[src/rtl/ram_sequencer_pkg.sv]
// Shared types and constants for the self-sequencing RAM demo.
package ram_sequencer_pkg;

    localparam int unsigned DATA_W = 8;
    localparam logic [DATA_W-1:0] RAM_OUT_RST = 8'h00;

    typedef enum logic {
        FILL = 1'b0,
        READ = 1'b1
    } state_t;

endpackage

[src/rtl/ram_sequencer_if.sv]
// Read-data bus presented by ram_sequencer to its consumer.
interface ram_sequencer_if;
    import ram_sequencer_pkg::*;

    logic [DATA_W-1:0] ram_out;

    modport master (output ram_out);
    modport slave  (input  ram_out);
endinterface

[src/rtl/sp_ram_core.sv]
// DEPTH x DATA_W single-port synchronous RAM, registered read, read-before-write.
module sp_ram_core
    import ram_sequencer_pkg::*;
#(
    parameter int unsigned ADDR_W = 4,
    parameter bit          INC_WB = 1'b0
) (
    input  logic              clock,
    input  logic              we,
    input  logic [ADDR_W-1:0] addr,
    input  logic [DATA_W-1:0] wdata,
    output logic [DATA_W-1:0] rdata
);

    localparam int unsigned DEPTH = 2 ** ADDR_W;

    logic [DATA_W-1:0] mem [DEPTH];

    // With INC_WB, every non-write access increments the addressed word in place;
    // rdata still captures the pre-increment value.
    always_ff @(posedge clock) begin
        rdata <= mem[addr];
        if (we) begin
            mem[addr] <= wdata;
        end else if (INC_WB) begin
            mem[addr] <= mem[addr] + DATA_W'(1);
        end
    end

endmodule

[src/rtl/ram_sequencer.sv]
// Fills the RAM with SEED+addr after reset, then scans it forever onto bus.ram_out.
// Optional macro RAM_INC_WRITEBACK_EN: each READ access also increments the word read.
module ram_sequencer
    import ram_sequencer_pkg::*;
#(
    parameter int unsigned       ADDR_W = 4,
    parameter logic [DATA_W-1:0] SEED   = 8'h10
) (
    input  logic            clock,
    input  logic            reset_n,
    ram_sequencer_if.master bus
);

`ifdef RAM_INC_WRITEBACK_EN
    localparam bit INC_WB = 1'b1;
`else
    localparam bit INC_WB = 1'b0;
`endif

    state_t            state, state_next;
    logic [ADDR_W-1:0] addr, addr_next;
    logic              we;
    logic [DATA_W-1:0] wdata;
    logic [DATA_W-1:0] rdata;
    logic              rd_valid;

    // rd_valid tracks whether rdata came from a READ-state access, so the
    // last FILL-edge read never leaks onto ram_out.
    always_ff @(posedge clock) begin
        if (!reset_n) begin
            state    <= FILL;
            addr     <= '0;
            rd_valid <= 1'b0;
        end else begin
            state    <= state_next;
            addr     <= addr_next;
            rd_valid <= (state == READ);
        end
    end

    always_comb begin
        state_next = state;
        addr_next  = addr + ADDR_W'(1);
        we         = 1'b0;
        wdata      = SEED + DATA_W'(addr);
        case (state)
            FILL: begin
                we = 1'b1;
                if (addr == '1) begin
                    state_next = READ;
                end
            end
            READ: begin
                we = 1'b0;
            end
            default: begin
                state_next = FILL;
            end
        endcase
    end

    sp_ram_core #(
        .ADDR_W (ADDR_W),
        .INC_WB (INC_WB)
    ) u_ram (
        .clock (clock),
        .we    (we),
        .addr  (addr),
        .wdata (wdata),
        .rdata (rdata)
    );

    assign bus.ram_out = rd_valid ? rdata : RAM_OUT_RST;

endmodule

[src/flat_wrapper.sv]
// flat-port wrapper written by rule: the top's interface ports become plain ports
module ram_sequencer_flat import ram_sequencer_pkg::*;
#(
    parameter int unsigned       ADDR_W = 4,
    parameter logic [DATA_W-1:0] SEED   = 8'h10
)
  (clock, reset_n, bus_ram_out);
  ram_sequencer_if bus_i ();
  input  logic clock;
  input  logic reset_n;
  output wire logic [$bits(bus_i.ram_out)-1:0] bus_ram_out;
  assign bus_ram_out = bus_i.ram_out;
  ram_sequencer #(.ADDR_W(ADDR_W), .SEED(SEED)) u_core (.clock(clock), .reset_n(reset_n), .bus(bus_i));
endmodule
[config.mk]
export PLATFORM = sky130hd
export DESIGN_NAME = ram_sequencer_flat
export DESIGN_NICKNAME = d
export VERILOG_FILES = /design/src/rtl/ram_sequencer_pkg.sv /design/src/rtl/ram_sequencer_if.sv /design/src/rtl/sp_ram_core.sv /design/src/rtl/ram_sequencer.sv /design/src/flat_wrapper.sv
export SDC_FILE = /design/constraint.sdc
export NUM_CORES = 1
export LEC_CHECK = 0
export CAP_MARGIN = 40
export CORE_MARGIN = 1
export CORE_UTILIZATION = 50
export CTS_CLUSTER_SIZE = 8
export DETAILED_ROUTE_END_ITERATION = 7
export PLACE_DENSITY = 0.74
export SLEW_MARGIN = 10
export SYNTH_ARGS = -nofsm -noshare
export SYNTH_HDL_FRONTEND = slang
export SYNTH_SLANG_ARGS = --single-unit
[constraint.sdc]
create_clock -name clock -period 2.7 [get_ports clock]
set_clock_uncertainty 0.15 [all_clocks]
set_input_delay 0.27 -clock clock [delete_from_list [all_inputs] [get_ports clock]]
set_output_delay 0.27 -clock clock [all_outputs]
set_load 0.01 [all_outputs]
Word level (Yosys, flattened, before mapping)

Memory sizes are Yosys's and may differ from the RTL's. A register that Yosys moved wholly into a read port is not among the register bits.
Cells that the tools add are included.

Register bits: 14
Input port bits: 2
Output and inout port bits: 8
Memories: 1
RAM bits: 96
Word-level logic and storage cells: 15

Muxes and demuxes: 6
$add $sub $neg: 2
Bitwise operators: 1
Eq/ne operators: 1

Memory list:

| name             | words | width | rd ports | clocked after Yosys merged registers in | wr ports | RTL line          | RTL |
|---|---|---|---|---|---|---|---|
| u_core.u_ram.mem | 16    | 6     | 1        | 1                                       | 1        | sp_ram_core.sv:17 | `logic [DATA_W-1:0] mem [DEPTH];` |

Operators by type and width:

| cell                                                          | count |
|---|---|
| 8-bit two-way mux                                             | 1 |
| 5-bit by 4-bit adder with 6-bit output, first input constant  | 1 |
| 4-bit by 1-bit adder with 4-bit output, second input constant | 1 |
| 4-bit == test, second input constant                          | 1 |
| 1-bit two-way mux                                             | 4 |
| 1-bit case mux with 2 select lines                            | 1 |
| 1-bit NOT                                                     | 1 |

Logic depth before layout (Yosys ltp)

Gate-level depths: netlist (run 1).

Depth in word-level cells: 4
Mapped depth: 6
Mapped depth without buffers: 4

Modules after synthesis

Synthesis (run 1) repeated with hierarchy kept, for this count alone.

Cell total of the unflattened synthesis: 259
Area, all modules: 5,332.6 um2

Modules (own cells, without submodules):

| module        | times used | area each (um2) | cells an instance |
|---|---|---|---|
| sp_ram_core   | 1          | 5,067.4         | 230 |
| ram_sequencer | 1          | 265.3           | 29 |

Worst setup path before layout (run 1)

OpenSTA, ideal clock, no wires.

Path type: register -> register
Start point: register u_core.addr[1]
End point: memory u_core.u_ram.mem[1][0] in the netlist's numbering, enable pin
Clock period less this slack: 1,988 ps
Arrival time: 1,476 ps
Required time: 2,189 ps
Stages on the path, launching flop included: 7
Setup slack: 712 ps
Setup time: 361 ps
Path through: dfxtp_1 -> clkbuf_1 -> buf_2 -> inv_1 -> ha_1 -> nand2b_1 -> nor3_1

RTL lines:

| what                     | RTL line            | RTL |
|---|---|---|
| start: declaration       | ram_sequencer.sv:21 | `logic [ADDR_W-1:0] addr, addr_next;` |
| start signal: assignment | ram_sequencer.sv:36 | `addr <= addr_next;` |
| end: declaration         | sp_ram_core.sv:17   |  |

Straight into the memory's write port.

==> results of run 1 <==
[where the power goes]
part	internal [µW]	switching, µW	total, µW
Clock	423	375	799
Combinational	61.4	72.4	134
Sequential	1290	21.0	1310
[metal layers]
metal  vias to the layer above  share of wire  track usage
li1                        659              -            -
met1                       714           0.44        0.217
met2                        35           0.49        0.272
met3                        13          0.044       0.0655
met4                         0          0.026       0.0873
met5                         -              0            0
[final cells by class]
type                            instances  area (µm²)
Tap cell                               72        90.1
Multi-Input combinational cell         78         793
Timing Repair Buffer                   11         105
Clock buffer                           11         131
Fill cell                             396        2340
Sequential cell                        74        2120
Clock inverter                          5        55.1
Inverter                                2        7.51
[kinds of logic (layout without fill, tap and decap cells)]
kind of cell / after synthesis / in the layout
AO/OA/AOI/OAI: 9 / 9
XOR/XNOR: 2 / 2
adder cells (fa/ha/maj): 5 / 5
buffers and inverters: 13 / 29
flip-flops: 74 / 74
multiplexers: 16 / 16
other: 1 / 3
AND/OR/NAND/NOR: 43 / 43
[how the worst max path moves through the flow]
stage | startpoint | to | slack (ns) | cells past startpoint
finish | u_core.addr[0] | u_core.u_ram.rdata[0] | 0.52 | 4
global route | u_core.addr[0] | u_core.u_ram.rdata[0] | 0.43 | 4
CTS | u_core.addr[0] | u_core.u_ram.rdata[0] | 0.52 | 4
detailed placement | u_core.addr[0] | u_core.u_ram.rdata[0] | 0.53 | 4
global placement | u_core.addr[0] | u_core.u_ram.rdata[1] | 0.57 | 4
floorplan | u_core.addr[1] | u_core.u_ram.mem[1][0] | 0.71 | 6
[cells in the mapped netlist]
cell and n:
buf_4 4, nor2b_1 3, and2b_1 1, nand2_1 6, conb_1 1, clkbuf_1 3, buf_1 1, a22oi_1 8
xnor2_1 1, dfxtp_1 10, nand3_1 1, buf_6 1, nor2_1 13, edfxtp_1 64, buf_2 1, nor3_1 4
inv_1 2, nand2b_1 6, xor2_1 1, mux4_1 16, a21oi_1 1, buf_8 1, ha_1 5, and2_1 9
[stage by stage]
| step | setup WS, ns | power (µW) | area (µm²) | utilization | instances |
|---|---|---|---|---|---|
| detailed placement | 0.526 | 1470 | 3100 | 0.550 | 236 |
| floorplan | 0.712 | 1430 | 3000 | - | 165 |
| global placement | 0.573 | 1460 | 3100 | 0.550 | 236 |
| finish | 0.516 | 2240 | 3300 | 0.586 | 253 |
| CTS | 0.521 | 2260 | 3290 | 0.583 | 252 |
| global route | 0.426 | 2320 | 3300 | 0.586 | 253 |
[sequential cells by signal, indices dropped and copies added, names as in the netlist]
signal / cells
u_core.addr: 4
u_core.rd_valid: 1
u_core.state: 1
u_core.u_ram.mem: 64
u_core.u_ram.rdata: 4
==> metrics.txt, run 1 <==
Antenna Cells=0; num rows=27; largest net degree at the start of global routing=30; worst-path cell chain=buf_4 -> mux4_1 -> a22oi_1 -> nand2_1; routed vias=1421; GRT Residual Overflow=0; Mapped Cells=163; WP buf/inv=1; antenna violations before repair=0; CTS resizes=0; Synth area leaders=edfxtp_1 (64%), mux4_1 (14%), dfxtp_1 (6.7%); GP Congestion=0.685; share of layout cells above drive strength 1=0.105; Die Wd=79.4 µm; slowest CP cell=dfxtp_1; Tmin final=2.18 ns; max cap viols=0; origin of the critical flop-to-flop path=u_core.addr[0]; clk root buf=clkbuf_8; Max Slew Vio Count=0; Hold WC Path Type=reg2reg; Via density=5.62; Netlist cell types=24; Ports=10; RSZ-0062 raised after global routing=false; crit-path max FO=13; synthesis-stage register bit count=74; relative slew slack=0.379; Post-CTS Setup Bufs=0; kind of launch point of the worst setup path=flip-flop; CP required=2.78 ns; post-detailed-route count of antenna-violating nets=0; main combinational cell family by area after synthesis=multiplexers; most common cell after layout, fill and taps aside=edfxtp_1; Worst-Margin Slew=0.930 ns; status=finished, final reports clean; Worst Hold End=u_core.u_ram.mem[9][3]; share of the synthesized area in the top cell type=0.642; Worst-Skew Late Latency=0.35 ns; drt drc=0; leakage=0.00115 µW; Reg2Reg Setup Slack=0.52 ns; Setup TNS=0 ns; core region area=5640 µm²; pwr/cell area=678 nW/µm²; DIE AREA=6300 µm²; final wirelength=4660 µm; arrival time worst endpoint=2.26 ns; First-pass DRT Iterations=4; GRT Total Usage=0.176; wire length per cell=18.4 µm; fin nets=183; Setup CP Type=reg2reg; HPWL Detailed=3100 µm; Die H=79.4 µm; Reg clk slew, reported paths=0.07 ns; register area share after synthesis=0.709; mux share of post-synthesis cell area=0.141; final period utilization=0.809; level count of the clock H-tree=3; Ys Warns=0; area share of fa/ha/maj cells after synthesis=0.0209; post-cts hold buffer count=0; hold path start=u_core.addr[3]; worst hold path cell count=0; maximum VDD drop=0.000476 V; commonest cells after routing, fill and taps aside=edfxtp_1 (64), mux4_1 (16), nor2_1 (13); Post-Syn Area per Cell=18.4 µm²; Syn Std Cell Area=2990 µm²; clock sinks=74; IO Port Bufs=6; Reg2Reg Depth=4; Max stage delay on crit path=0.65 ns; fmax=0.458 GHz; XOR/XNOR share of the synthesized area=0.00586; Compound-Gate Fraction of Synth Area=0.0217; reg2reg end=u_core.u_ram.rdata[0]; cell taking the most area after synthesis=edfxtp_1; first-pass GRT wire length=7520 µm; Setup crit end kind=flip-flop; Fin. Hold Viols=0; delay-heaviest family, CP=flip-flops; Starting Density=0.530; smallest hold slack=0.338 ns; # setup viols final=0; 1st-iter DRT viols=108; CTS tree=built; Syn-to-layout area delta=10.5%; clock buffer depth=2; CTS Buf Count=9; number of global-route vias before repair=1411; simple-gate portion of the synthesized area=0.0724
Note: power is estimated with default switching activity, not from simulation.
==> run 2, diff against run 1 <==
==> constraint.sdc (replaced) <==
create_clock -name clock -period 2.2 [get_ports clock]
set_clock_uncertainty 0.15 [all_clocks]
set_input_delay 0.22 -clock clock [delete_from_list [all_inputs] [get_ports clock]]
set_output_delay 0.22 -clock clock [all_outputs]
set_load 0.01 [all_outputs]
==> metrics.txt, run 2 (synthesis gave the netlist of run 1 again) <==
reg2reg end=u_core.u_ram.mem[0][3]; Max Slew Vio Count=0; largest net degree at the start of global routing=27; Die H=79.4 µm; origin of the critical flop-to-flop path=u_core.addr[0]; num rows=27; placed cell areas=3150 µm²; pwr/cell area=826 nW/µm²; max reg flops=64; CTS Buf Count=9; final instance area=3330 µm²; post-detailed-route count of antenna-violating nets=0; CTS resizes=0; # setup viols final=0; Tmin final=1.90 ns; HPWL Detailed=3040 µm; largest registers=u_core.u_ram.mem x64, u_core.addr x4, u_core.u_ram.rdata x4; Reg clk slew, reported paths=0.07 ns; post-cts hold buffer count=0; Reg2Reg Depth=5; level count of the clock H-tree=3; GRT Residual Overflow=0; fmax=0.526 GHz; Antenna Cells=0; DIE AREA=6300 µm²; routed vias=1421; Worst Setup SP=u_core.addr[0]; largest reg by FF count=u_core.u_ram.mem; clock sinks=74; drt drc=0; Via density=5.51; Fin. Hold Viols=0; IO Port Bufs=6; maximum VDD drop=0.000501 V; crit-path max FO=26; most common cell after layout, fill and taps aside=edfxtp_1; fin nets=188; RSZ-0062 raised after global routing=false; wire length per cell=17.9 µm; Setup TNS=0 ns; first-pass GRT wire length=7310 µm; number of global-route vias before repair=1433; core region area=5640 µm²; Die Wd=79.4 µm; GRT Total Usage=0.169; Setup CP Type=reg2reg; status=finished, final reports clean; final period utilization=0.863; First-pass DRT Iterations=4; Starting Density=0.530; CTS tree=built; Worst Setup EP=u_core.u_ram.mem[0][3]; GP Congestion=0.750; Worst-Margin Slew=0.551 ns; Hold WC Path Type=reg2reg; leakage=0.00118 µW; final wirelength=4630 µm; Setup crit end kind=flip-flop; Worst-Skew Late Latency=0.34 ns; Syn-to-layout area delta=11.2%; clock buffer depth=2; Post-CTS Setup Bufs=0; share of layout cells above drive strength 1=0.113; 1st-iter DRT viols=71; max cap viols=0; clk root buf=clkbuf_8; antenna violations before repair=0; Ports=10; Reg2Reg Setup Slack=0.30 ns; commonest cells after routing, fill and taps aside=edfxtp_1 (64), mux4_1 (16), nor2_1 (13); CP required=2.03 ns; relative slew slack=0.630; arrival time worst endpoint=1.73 ns; kind of launch point of the worst setup path=flip-flop
run 2: changes by cell type in the layout (fill, tap and decap cells not counted), sizes merged:
| cell | previous run | this run |
|---|---|---|
| clkinvlp | 2 | 0 |
| clkbuf | 11 | 12 |
| buf | 5 | 10 |
| clkinv | 2 | 3 |
run 2: per-stage QoR:
stage	worst slack, ns	instances	hold WS [ns]	power (µW)	util
2_1_floorplan	0.212	165	0.192	1760	-
3_3_place_gp	0.408	242	0.415	1800	0.558
3_5_place_dp	0.293	242	0.428	1810	0.558
4_1_cts	0.281	258	0.443	2770	0.589
5_1_grt	0.151	258	0.467	2830	0.589
6_report	0.301	258	0.447	2750	0.589
run 2: layout make-up:
| class | instances | area, µm² |
|---|---|---|
| Clock inverter | 4 | 42.5 |
| Tap cell | 72 | 90.1 |
| Timing Repair Buffer | 16 | 135 |
| Multi-Input combinational cell | 78 | 793 |
| Sequential cell | 74 | 2120 |
| Inverter | 2 | 7.51 |
| Clock buffer | 12 | 135 |
| Fill cell | 415 | 2320 |
run 2: worst min path at each step:
| stage | start | end | slack, ns | cells after the start |
|---|---|---|---|---|
| floorplan | reset_n | u_core.addr[1] | 0.19 | 1 |
| global placement | u_core.addr[2] | u_core.u_ram.mem[4][2] | 0.42 | 0 |
| finish | u_core.addr[2] | u_core.u_ram.mem[7][2] | 0.45 | 0 |
| global route | reset_n | u_core.addr[1] | 0.47 | 2 |
| CTS | u_core.addr[2] | u_core.u_ram.mem[7][2] | 0.44 | 0 |
| detailed placement | u_core.state | u_core.rd_valid | 0.43 | 1 |
run 2: critical path: stages, from the launching register on:
cell and delay [ns]:
dfxtp_1 0.31, buf_4 0.22, inv_1 0.12, ha_1 0.15, nand2b_1 0.12, nor3_1 0.46
run 2: metal layers:
layer,routed length (µm),up-vias,track usage
met3,177,9,0.0529
met5,0,-,0
met1,2170,713,0.216
met2,2180,31,0.255
met4,107,0,0.0964
li1,-,668,-
run 2: power by group:
part | switching (µW) | leakage, µW | internal, µW | total [µW]
combinational | 98.8 | 0.000400 | 83.8 | 183
clock | 452 | 0.0000894 | 516 | 968
sequential | 15.8 | 0.000689 | 1580 | 1600
total | 566 | 0.00118 | 2180 | 2750
